$ cat config.mk
export PLATFORM = sky130hd
export DESIGN_NAME = elm_acc_bank
export DESIGN_NICKNAME = d
export VERILOG_FILES = /design/src/rtl/elm_pkg.sv /design/src/rtl/elm_sat_add.sv /design/src/rtl/elm_acc_bank.sv
export SDC_FILE = /design/constraint.sdc
export NUM_CORES = 1
export LEC_CHECK = 0
export ABC_AREA = 0
export BUFFER_PORTS_ARGS = -buffer_cell sky130_fd_sc_hd__buf_4
export CORE_MARGIN = 4
export CORE_UTILIZATION = 60
export DETAILED_ROUTE_END_ITERATION = 6
export GPL_ROUTABILITY_DRIVEN = 0
export GPL_TIMING_DRIVEN = 0
export PLACE_DENSITY = 0.9
export SYNTH_ARGS = -nofsm -noshare
export SYNTH_HDL_FRONTEND = slang
export SYNTH_SLANG_ARGS = --single-unit
$ cat constraint.sdc
create_clock -name clk -period 8.7 [get_ports clk]
set_clock_uncertainty 0.2 [all_clocks]
set_input_delay 1.305 -clock clk [delete_from_list [all_inputs] [get_ports clk]]
set_output_delay 1.305 -clock clk [all_outputs]
set_load 0.1 [all_outputs]
$ cat src/rtl/elm_pkg.sv
`default_nettype none
// +----------------------------------------------------------------------------+
// | elm_pkg: shared widths, saturation limits and FSM encoding for ELM MAC.    |
// | Rev 1.0 - initial release                                                  |
// +----------------------------------------------------------------------------+
package elm_pkg;

  localparam int IN_W_DEF  = 24;
  localparam int ACC_W_DEF = 32;

  localparam logic signed [ACC_W_DEF-1:0] ACC_MAX = {1'b0, {(ACC_W_DEF-1){1'b1}}};
  localparam logic signed [ACC_W_DEF-1:0] ACC_MIN = {1'b1, {(ACC_W_DEF-1){1'b0}}};

  typedef enum logic {
    ST_IDLE = 1'b0,
    ST_RUN  = 1'b1
  } state_e;

endpackage
`default_nettype wire

$ cat src/rtl/elm_sat_add.sv
`default_nettype none
// +----------------------------------------------------------------------------+
// | elm_sat_add: sign-extending adder with overflow flag and optional clamp.   |
// | Rev 1.0 - initial release                                                  |
// +----------------------------------------------------------------------------+
module elm_sat_add
  import elm_pkg::*;
#(
  parameter int IN_W  = IN_W_DEF,
  parameter int ACC_W = ACC_W_DEF,
  parameter int SAT   = 1
) (
  input  logic [ACC_W-1:0] acc_i,
  input  logic [IN_W-1:0]  add_i,
  output logic [ACC_W-1:0] sum_o,
  output logic             ovf_o
);

  localparam logic [ACC_W-1:0] C_MAX = {1'b0, {(ACC_W-1){1'b1}}};
  localparam logic [ACC_W-1:0] C_MIN = {1'b1, {(ACC_W-1){1'b0}}};

  logic [ACC_W:0] full_w;

  // One guard bit: sum is out of range exactly when the top two bits differ.
  assign full_w = {acc_i[ACC_W-1], acc_i} + {{(ACC_W+1-IN_W){add_i[IN_W-1]}}, add_i};
  assign ovf_o  = full_w[ACC_W] ^ full_w[ACC_W-1];

  always_comb begin
    sum_o = full_w[ACC_W-1:0];
    if ((SAT != 0) && ovf_o) begin
      sum_o = full_w[ACC_W] ? C_MIN : C_MAX;
    end
  end

endmodule
`default_nettype wire

$ cat src/rtl/elm_acc_bank.sv
`default_nettype none
// +----------------------------------------------------------------------------+
// | elm_acc_bank: NCH-channel frame accumulator with valid/ready result reg.   |
// | Rev 1.0 - initial release                                                  |
// +----------------------------------------------------------------------------+
module elm_acc_bank
  import elm_pkg::*;
#(
  parameter int NCH     = 4,
  parameter int IN_W    = IN_W_DEF,
  parameter int ACC_W   = ACC_W_DEF,
  parameter int MAX_LEN = 256,
  parameter int SAT     = 1,
  parameter int CNT_W   = $clog2(MAX_LEN + 1)
) (
  input  logic                   clk,
  input  logic                   rst,
  input  logic                   clr,
  input  logic                   in_valid,
  output logic                   in_ready,
  input  logic                   in_last,
  input  logic [NCH*IN_W-1:0]    in_data,
  output logic                   out_valid,
  input  logic                   out_ready,
  output logic [NCH*ACC_W-1:0]   out_data,
  output logic [NCH-1:0]         out_ovf,
  output logic [CNT_W-1:0]       out_count,
  output logic                   out_trunc
);

  state_e               state_q, state_d;
  logic [CNT_W-1:0]     cnt_q, cnt_d, cnt_inc_w;
  logic [NCH*ACC_W-1:0] acc_q, acc_d, sum_w;
  logic [NCH-1:0]       ovf_q, ovf_d, ovf_w;
  logic                 beat_w, at_max_w, end_w;

  logic                 out_valid_q;
  logic [NCH*ACC_W-1:0] out_data_q;
  logic [NCH-1:0]       out_ovf_q;
  logic [CNT_W-1:0]     out_count_q;
  logic                 out_trunc_q;

  for (genvar c = 0; c < NCH; c++) begin : g_ch
    elm_sat_add #(
      .IN_W  (IN_W),
      .ACC_W (ACC_W),
      .SAT   (SAT)
    ) u_add (
      .acc_i (acc_q[c*ACC_W +: ACC_W]),
      .add_i (in_data[c*IN_W +: IN_W]),
      .sum_o (sum_w[c*ACC_W +: ACC_W]),
      .ovf_o (ovf_w[c])
    );
  end

  assign in_ready  = !rst && !clr && (!out_valid_q || out_ready);
  assign beat_w    = in_valid && in_ready;
  assign cnt_inc_w = cnt_q + CNT_W'(1);
  assign at_max_w  = (cnt_q == CNT_W'(MAX_LEN - 1));
  assign end_w     = beat_w && (in_last || at_max_w);

  // A frame end clears the bank on the same edge the result is captured.
  always_comb begin
    state_d = state_q;
    cnt_d   = cnt_q;
    acc_d   = acc_q;
    ovf_d   = ovf_q;
    if (clr || end_w) begin
      state_d = ST_IDLE;
      cnt_d   = '0;
      acc_d   = '0;
      ovf_d   = '0;
    end else if (beat_w) begin
      state_d = ST_RUN;
      cnt_d   = cnt_inc_w;
      acc_d   = sum_w;
      ovf_d   = ovf_q | ovf_w;
    end
  end

  always_ff @(posedge clk) begin
    if (rst) begin
      state_q <= ST_IDLE;
      cnt_q   <= '0;
      acc_q   <= '0;
      ovf_q   <= '0;
    end else begin
      state_q <= state_d;
      cnt_q   <= cnt_d;
      acc_q   <= acc_d;
      ovf_q   <= ovf_d;
    end
  end

  always_ff @(posedge clk) begin
    if (rst) begin
      out_valid_q <= 1'b0;
      out_data_q  <= '0;
      out_ovf_q   <= '0;
      out_count_q <= '0;
      out_trunc_q <= 1'b0;
    end else if (end_w) begin
      out_valid_q <= 1'b1;
      out_data_q  <= sum_w;
      out_ovf_q   <= ovf_q | ovf_w;
      out_count_q <= cnt_inc_w;
      out_trunc_q <= !in_last;
    end else if (out_ready) begin
      out_valid_q <= 1'b0;
    end
  end

  assign out_valid = out_valid_q;
  assign out_data  = out_data_q;
  assign out_ovf   = out_ovf_q;
  assign out_count = out_count_q;
  assign out_trunc = out_trunc_q;

endmodule
`default_nettype wire

==> results.md, run 1 <==
Outcome:
- The run finished, with violations left.
- The checks that failed: design-rule violations.

Detailed routing:
- The highest metal layer carrying signal wires in the routed design is met4.
- The via total after detailed routing is 18819.
- The wire length per cell after detailed routing is ~19 µm.
- The total length of routed met2 wires is about 26000 µm.
- The met3 wirelength from detailed routing is 5220 µm.
- Wires add up to roughly 57000 µm.
- The number of design rule violations left after detail routing is 7.
- The pre-antenna-repair detailed-routing pass consisted of 7 iterations.
- The DRC violation total after the first TritonRoute iteration is between 1500 and 2000.
- The count of nets left with antenna violations once routing finished came out at 0.
- In the routed layout, each cell is associated on average with a via count of roughly 6.4.
- The wire length on met1 is between 20000 and 25000 µm.

STA:
- The final count of pins violating max slew is 0.
- The number of hold violations in the final report is 0.
- Setup violations remaining at the end of the flow were counted as 0.
- After layout, the worst setup slack is 4.01 ns.
- Setup repair after global routing left no endpoint under its margin.
- After layout, the worst path uses between 50 and 60% of the clock period.
- For the final routed database, the setup TNS stands at 0 ns.
- At the pin with the least slew margin, the transition time is between 1 and 1.5 ns.
- After layout, the minimum clock period comes to approximately 4.7 ns.
- The maximum clock frequency is ~210 MHz.
- The tightest slew margin relative to the limit is a little over a tenth.

Placement:
- The number of port buffers is around 250.
- Before CTS, the worst setup slack after placement is around 3.6 ns.
- After legalization and detailed placement, the total HPWL measured about 43000 µm.
- Once placement completed, the tool counted placed cells totaling roughly 2900.

Final layout:
- The synthesis-to-finish area growth is 18.3%.
- The multi-input combinational cells in the finished layout cover a total of around 0.012 mm².
- After the flow finishes, the layout carries non-filler instances totaling a little under 3000.
- The number of fillers in the final layout is about 2300.
- The fraction of final layout cells with drive strength greater than 1 is approximately 15%.
- The final core area utilization is roughly 72%.
- The sequential cell area is approximately 0.0057 mm².
- After the last flow step, the layout net total stands at approximately 2800.

Clocking:
- TritonCTS built the clock tree.
- Gates resized during post-CTS repair numbered 0.
- In this run the number of H-tree levels came out at 1.
- The tree built by TritonCTS fans out to between 200 and 300 sinks.
- The later pin in the worst-skew pair is clocked with a latency of between 0.5 and 0.6 ns.
- Clock-pin slew was measured on the worst setup and hold paths at 0.06 ns.
- The quantity of hold-fixing buffers added after cts is 0.
- The number of clock buffers inserted by TritonCTS is 30.
- The clock passes through at most 3 buffers.
- The cell at the root of the clock tree is clkbuf_16.
- After clock tree synthesis, the setup repair step added 0 buffers.

Setup path:
- The arrival time of the worst setup path is 4.96 ns.
- The worst setup path is launched from an input pin.
- The maximum fanout along the worst path is 10.
- Tracing the worst setup path back leads to its startpoint at in_data[72].
- The worst setup path is captured at a register.
- The startpoint identified for the worst register-to-register timing path is acc_q[96].
- STA puts the critical path data required time at 8.97 ns.
- The setup path with the least slack is of type input pin to register.

Synth:
- dfxtp_1 takes more of the synthesized area than any other cell.
- The summed instance area of the synthesized netlist is approximately 0.018 mm².
- Counting every net in the synthesized netlist gives 2478.
- a21oi_1 is the most common cell in the netlist.
- The dominant register cell in the synthesized netlist is dfxtp_1.
- Ranked by total cell area, the synthesized netlist is headed by dfxtp_1 32%, ha_1 9.1%, a21oi_1 8.0%.
- The count of warnings emitted by yosys is 0.
- The number of standard cells after synthesis is 2242.
- The average size of a mapped cell is 8.00 µm².
- The share of async-settable or async-resettable flops after synthesis is 0%.
- Counting flops with a built-in enable in the synthesized netlist gives 0.
- In this run the biggest area consumer among cell types represents 31.7% of the synthesized area.
- Sequential elements use a little under a third of the synthesized area.
- After synthesis the netlist holds a flip-flop and latch count of between 200 and 300.
- The commonest cells after synthesis are 287 x a21oi_1, 284 x dfxtp_1, 267 x nor2_1.
- After synthesis, the netlist uses 90 different library cells.

GRT:
- In the global route stage, overall resource usage came out at between 30% and 40%.
- The via count of the first global-routing pass is 17934.
- The global-route wire length before repair is approximately 90000 µm.
- The initial antenna violation count was 1.
- The largest net degree at the start of global routing is 15.
- The leftover overflow at the end of global routing is 0.

Pwr:
- The cell-internal power is between 2 and 2.5 mW.
- Summed over all cells, the static leakage comes to between 8 and 9 nW.
- The power dissipated by switching net loads is roughly 1.1 mW.
- Net switching is 31.9% of the power.
- Overall power consumption after layout is estimated at ~3.4 mW.
- The worst-case IR drop observed on VDD is 159 µV.
- Sequential cells account for between 40 and 50% of the total power.
- The power density over the cells is roughly 160 mW/mm².
- The power share of the clock group is around 38%.
- The combinational cell fraction of total power is about 22%.

Floorplan:
- For this design the top-level I/O count stands at roughly 250.
- The area of the core region is 0.0296 mm².
- The chip height is roughly 180 µm.
- The starting density of the core is between 60% and 70%.
- In this run the core area contains between 60 and 70 standard-cell rows.
- The die width is approximately 180 µm.
- The die footprint is 0.0327 mm².

Min path:
- The startpoint of the most critical hold path is acc_q[31].
- The type of the tightest min-delay check is register to register.

Run:
- The tool flagged a number of max-cap violations equal to 0.
critical path, stage by stage:
cell	delay, ns
buf_4	0.08
ha_1	0.21
inv_1	0.07
fa_1	0.38
nand2b_1	0.20
a21oi_1	0.20
o21ai_1	0.12
a31oi_1	0.46
a21o_1	0.41
a211oi_2	0.20
o211ai_1	0.49
buf_2	0.34
nand3_1	0.17
a211oi_1	0.30
cell families after synthesis:
family                   synth area share [%]
adder cells (fa/ha/maj)                  9.52
AO/OA/AOI/OAI                            32.0
flip-flops                               31.7
multiplexers                            0.649
buffers and inverters                    4.14
AND/OR/NAND/NOR                          16.7
XOR/XNOR                                 5.19
flip-flops by register name, indices dropped and copies added, names as in the netlist:
name	flops
out_ovf	4
acc_q	128
out_valid	1
out_count	9
out_trunc	1
ovf_q	4
out_data	128
cnt_q	9
placed cells by master, fill, tap and decap left out, drive strengths merged, types with 19 or more instances in the layout:
cell,Yosys,final
xnor2,60,60
o211ai,22,22
a21oi,302,302
a211oi,143,143
ha,130,130
nand2b,30,30
nor2,270,270
nand4,23,23
a31oi,32,32
nand3,51,51
o21ai,220,220
inv,35,36
buf,27,272
xor2,44,44
a21o,44,44
nand2,121,121
and3,19,19
nor3,38,38
o21a,35,35
clkbuf,116,160
dfxtp,284,284
layout make-up:
cell class              instances  share of cell area (%)
clock buffers                  44                    4.12
repair buffers                245                    8.67
plain buffers                 143                    2.88
well taps                     390                    2.30
multi-input cells            1780                    54.2
diodes                          1                  0.0118
inverters                      35                   0.619
clock inverters                10                   0.372
flip-flops and latches        284                    26.8
metal layers:
layer  track usage, %  up-vias
li1                 -     8797
met1             41.0     8782
met2             53.5     1022
met3             6.24      218
met4             14.6        0
met5                0        -
stage by stage:
stage	hold slack [ns]	cell area, µm²
global placement	0.245	20300
finish	0.271	21200
detailed placement	0.256	20300
global route	0.287	21200
floorplan	0.240	17900
CTS	0.264	21200
power groups by stage:
| stage | clock network, mW | registers, mW | logic [mW] |
|---|---|---|---|
| after floorplan | 0 | 1.54 | 0.364 |
| after global placement | 0 | 1.38 | 0.701 |
| after detailed placement | 0 | 1.39 | 0.720 |
| after CTS | 1.27 | 1.36 | 0.726 |
| after global routing | 1.31 | 1.36 | 0.788 |
| final | 1.26 | 1.36 | 0.740 |
final timing paths:
kind | endpoint | slack [ns] | cells past startpoint
setup reg to reg | out_data[120] | 4.51 | 13
hold / removal | acc_q[31] | 0.27 | 2
setup / recovery | out_data[120] | 4.01 | 14
hold reg to reg | acc_q[31] | 0.27 | 2
Note: power is estimated with default switching activity, not from simulation.
==> run 2, diff against run 1 <==
--- a/config.mk
+++ b/config.mk
@@ -5,14 +5,14 @@
 export SDC_FILE = /design/constraint.sdc
 export NUM_CORES = 1
 export LEC_CHECK = 0
-export ABC_AREA = 0
+export ABC_AREA = 1
 export BUFFER_PORTS_ARGS = -buffer_cell sky130_fd_sc_hd__buf_4
 export CORE_MARGIN = 4
 export CORE_UTILIZATION = 60
 export DETAILED_ROUTE_END_ITERATION = 6
 export GPL_ROUTABILITY_DRIVEN = 0
 export GPL_TIMING_DRIVEN = 0
-export PLACE_DENSITY = 0.9
+export PLACE_DENSITY = 0.89
 export SYNTH_ARGS = -nofsm -noshare
 export SYNTH_HDL_FRONTEND = slang
 export SYNTH_SLANG_ARGS = --single-unit
==> constraint.sdc (replaced) <==
create_clock -name clk -period 4.41 [get_ports clk]
set_clock_uncertainty 0.2 [all_clocks]
set_input_delay 0.6615 -clock clk [delete_from_list [all_inputs] [get_ports clk]]
set_output_delay 0.6615 -clock clk [all_outputs]
set_load 0.1 [all_outputs]
==> run 2 against run 1 <==
Effect of this change: count of clock-buffer cells in the layout grew 1; core utilization shrank 0.11 points; critical endpoint is now out_data[1]; critical path depth shrank 1; sequential cell count is the same; setup slack lost 2.8 ns; combinational power grew 130%; largest power group is now clock; clock power grew 140%; the flow still finishes with violations (design-rule violations); sequential share of layout area shrank 4.0 points; synthesized area grew 19%; sequential power grew 98%; cell count grew 45%.
==> results.md, run 2 <==
Clocking:
- The cell at the root of the clock tree is clkbuf_16 (unchanged).
- The clock transition time at the flip-flop clock pins of the worst setup and hold paths came to 0.06 ns (about the same).
- The number of buffers inserted by post-CTS setup repair came to 0 (unchanged).
- The clock sink count is 284 (unchanged).
- The TritonCTS clock tree is built (unchanged).
- The count of instances resized after the clock tree is built is 0 (unchanged).
- The number of clock buffers inserted by TritonCTS is 34 (was 30).
- The insertion delay of the later-clocked pin in the worst-skew pair is 0.55 ns (was 0.57 ns).
- The maximum clock insertion buffer count is 3 (unchanged).
- The quantity of hold-fixing buffers added after cts was 0 (unchanged).
- The number of H-tree branching levels came to 2 (was 1).

Setup path:
- The maximum fanout along the worst path is 10 (unchanged).
- The reg-to-reg startpoint is cnt_q[0] (was acc_q[96]).
- The largest stage delay on the critical path came to 0.41 ns (was 0.49 ns).
- The critical path startpoint category is a register (was input pin).
- The endpoint kind of the worst setup timing path is a register (unchanged).
- Critical Path, Cell by Cell: ha_1, nand2_1, nor3b_1, nand2_1, nor2_1, ha_1, o21ai_4, clkinv_2, buf_4, buf_2, nand3_1, nand2_1, inv_1 (was buf_4, ha_1, inv_1, fa_1, nand2b_1, a21oi_1, o21ai_1, a31oi_1, a21o_1, a211oi_2, o211ai_1, buf_2, nand3_1, a211oi_1).
- The worst setup path startpoint is cnt_q[0] (was in_data[72]).
- The type of the setup path with the least slack is register to register (was input pin to register).
- The required time of the worst setup path is 4.65 ns (was 8.97 ns).
- By instance count, the cell type seen most on the critical path is nand2_1.
- The arrival time of the worst setup path is 3.40 ns (was 4.96 ns).
- The slack of the worst reg-to-reg path is 1.25 ns (was 4.51 ns).
- The cell with the largest stage delay on the worst path is dfxtp_1 (was o211ai_1).

STA:
- The final sum of negative setup slack is 0 ns (unchanged).
- Of the available clock period, the critical path in the final layout requires a little under three quarters.
- The maximum clock frequency is 317 MHz.
- The actual slew at the worst max-slew pin is 0.872 ns (was 1.33 ns).
- Unrepaired setup endpoints after global routing: no (unchanged).
- The total setup violations reported at the end of the flow is 0 (unchanged).
- The final count of pins violating max slew came to 0 (unchanged).
- The minimum clock period is between 3 and 4 ns.
- The number of hold violations in the final report is 0 (unchanged).
- The tightest slew margin relative to the limit came to 41.9% (was 10.6%).

Pwr:
- The power density over the cells is 297 mW/mm² (was 158 mW/mm²).
- The leakage power of the design is 14.5 nW (was 8.97 nW).
- The largest vdd supply drop is 332 µV (was 159 µV).
- The overall power consumption was 7.40 mW (was 3.36 mW).

Synth:
- The average size of a mapped cell came to 6.11 µm² (was 8.00 µm²).
- The summed instance area of the synthesized netlist was 0.0213 mm² (was 0.0179 mm²).
- The dominant register cell in the synthesized netlist is dfxtp_1 (unchanged).
- The count of warnings emitted by yosys was 0 (unchanged).
- The synthesized flop and latch total came to 284 (unchanged).
- The post-synthesis net count is 3729 (was 2478).
- The sequential cell area fraction in the yosys report was 26.6% (was 31.7%).
- The share of async-settable or async-resettable flops after synthesis was 0% (unchanged).
- Top cells by area in the synthesized netlist: dfxtp_1 27%, nand2_1 19%, inv_1 10% (was dfxtp_1 32%, ha_1 9.1%, a21oi_1 8.0%).
- The number of flops mapped to enable cells by yosys is 0 (unchanged).
- Commonest cells post-synth: 1061 x nand2_1, 593 x inv_1, 373 x nor2_1 (was 287 x a21oi_1, 284 x dfxtp_1, 267 x nor2_1).
- The number of distinct library cells after synthesis came to 39 (was 90).
- The number of standard cells after synthesis was 3493 (was 2242).
- The largest area contributor in the netlist is dfxtp_1 (unchanged).
- The area share of the largest cell type after synthesis is 26.6% (was 31.7%).
- The most frequently used cell type in the post-synthesis netlist is nand2_1 (was a21oi_1).

Detailed routing:
- The DRC violation total after the first TritonRoute iteration is 2048 (was 1932).
- The first-pass iteration count of the detailed router was 7 (unchanged).
- The count of nets left with antenna violations after detail routing is 0 (unchanged).
- The number of design rule violations left after detail routing came to 1 (was 7).
- The via density per instance is 5.43 (was 6.42).
- The via total after detailed routing came to 23077 (was 18819).
- The total length of routed wires was 67300 µm (was 56800 µm).
- The wire length per cell after detailed routing was 15.8 µm (was 19.4 µm).

Final layout:
- Leading cell types in the layout, fill and taps excluded: 1061 x nand2_1, 593 x inv_1, 373 x nor2_1 (was 287 x a21oi_1, 284 x dfxtp_1, 267 x nor2_1).
- The net count of the finished layout is 4009 (was 2755).
- The post-layout instance count excluding filler cells is 4253 (was 2932).
- The synthesis-to-finish area growth came to 16.9% (was 18.3%).
- The fraction of final layout cells with drive strength greater than 1 is 12.0% (was 15.4%).
- The number of fillers in the final layout is 2992 (was 2268).
- The most common cell after layout, fill and taps aside is nand2_1 (was a21oi_1).

Run:
- The reported max-cap violation count is 0 (unchanged).

Floorplan:
- The area of the core region is 0.0348 mm² (was 0.0296 mm²).
- The starting density of the core is 61.3% (was 60.7%).
- The row count was 68 (was 63).
- The die footprint is 0.0386 mm² (was 0.0327 mm²).
- The chip height is 197 µm (was 181 µm).
- The number of top-level pins is 246 (unchanged).
- The die width is 197 µm (was 181 µm).

Placement:
- The number of port buffers is 244 (was 245).
- The number of placed instances with taps included was 4192 (was 2877).
- The estimated wirelength of the detail-placed design is 51200 µm (was 42600 µm).

GRT:
- The all-layer global routing usage is 32.9% (was 32.4%).
- The via count of the first global-routing pass came to 21418 (was 17934).
- The initial antenna violation count is 1 (unchanged).
- The global-route wire length before repair is 105000 µm (was 89700 µm).
- The largest net degree at the start of global routing is 14 (was 15).
- The leftover overflow at the end of global routing is 0 (unchanged).

Min path:
- The startpoint of the most critical hold path is in_last (was acc_q[31]).
- The type of the tightest min-delay check is input pin to register (was register to register).

Outcome:
- Violations in the final reports: design-rule violations (unchanged).
- Status: finished with violations (unchanged).
run 2: cell count changes after synthesis, sizes merged, moves of 32 or more:
cell and delta:
a211oi -140, a21o -36, a21oi -68, a31oi -32, buf +52, clkbuf -74, inv +560, nand2 +973
nand3 +226, nor2 +110, o21a +53, o21ai -104, xnor2 -40
run 2: logic make-up (layout without fill, tap and decap cells):
group	Yosys count	after routing	synth area share [%]
xor+xnor	84	84	3.45
other cells	0	2	0
flops	284	284	26.6
simple gates	1797	1797	34.4
compound gates	477	477	13.4
fa+ha+maj	134	134	8.00
buf+inv	717	1020	14.1
run 2: layout make-up:
class,count,area [µm²],area share [%]
Tap cell,455,569,2.28
Antenna cell,2,5.00,0.0201
Buffer,121,762,3.06
Multi-Input combinational cell,2492,12600,50.7
Clock buffer,45,1020,4.07
Clock inverter,14,183,0.732
Inverter,596,2240,8.98
Sequential cell,284,5690,22.8
Timing Repair Buffer,244,1830,7.34
run 2: routing by layer:
layer | global-route usage [%] | wire [µm] | share of wire (%)
met5 | 0 | 0 | 0
met1 | 42.1 | 27300 | 41
met4 | 16.8 | 3600 | 5.4
met2 | 53.1 | 29800 | 44
met3 | 6.26 | 6610 | 9.8
run 2: critical path: cells and delay by family (launching register included):
kind | cells | cell delay [ns]
fa+ha+maj | 2 | 0.43
compound gates | 1 | 0.10
flops | 1 | 0.41
simple gates | 6 | 0.88
buf+inv | 4 | 1.01
run 2: through the flow:
stage                     hold slack [ns]  instance area [µm²]  util, %  worst slack [ns]
after floorplan                     0.240                21300        -              1.53
after global placement              0.251                23700     68.2              1.10
after detailed placement            0.254                23700     68.2              1.08
after CTS                           0.127                24900     71.7              1.31
after global routing                0.137                24900     71.7              1.10
final                               0.136                24900     71.7              1.25
run 2: report_power, final:
| group | switching, mW | internal (mW) | leakage (nW) |
|---|---|---|---|
| sequential | 0.0479 | 2.64 | 2.30 |
| clock | 1.16 | 1.85 | 0.590 |
| combinational | 1.20 | 0.503 | 11.6 |
| total | 2.41 | 5.00 | 14.5 |
run 2: final timing paths:
kind	end	cells past startpoint
max	out_data[1]	13
min	out_trunc	2
max reg2reg	out_data[1]	13
min reg2reg	cnt_q[8]	2
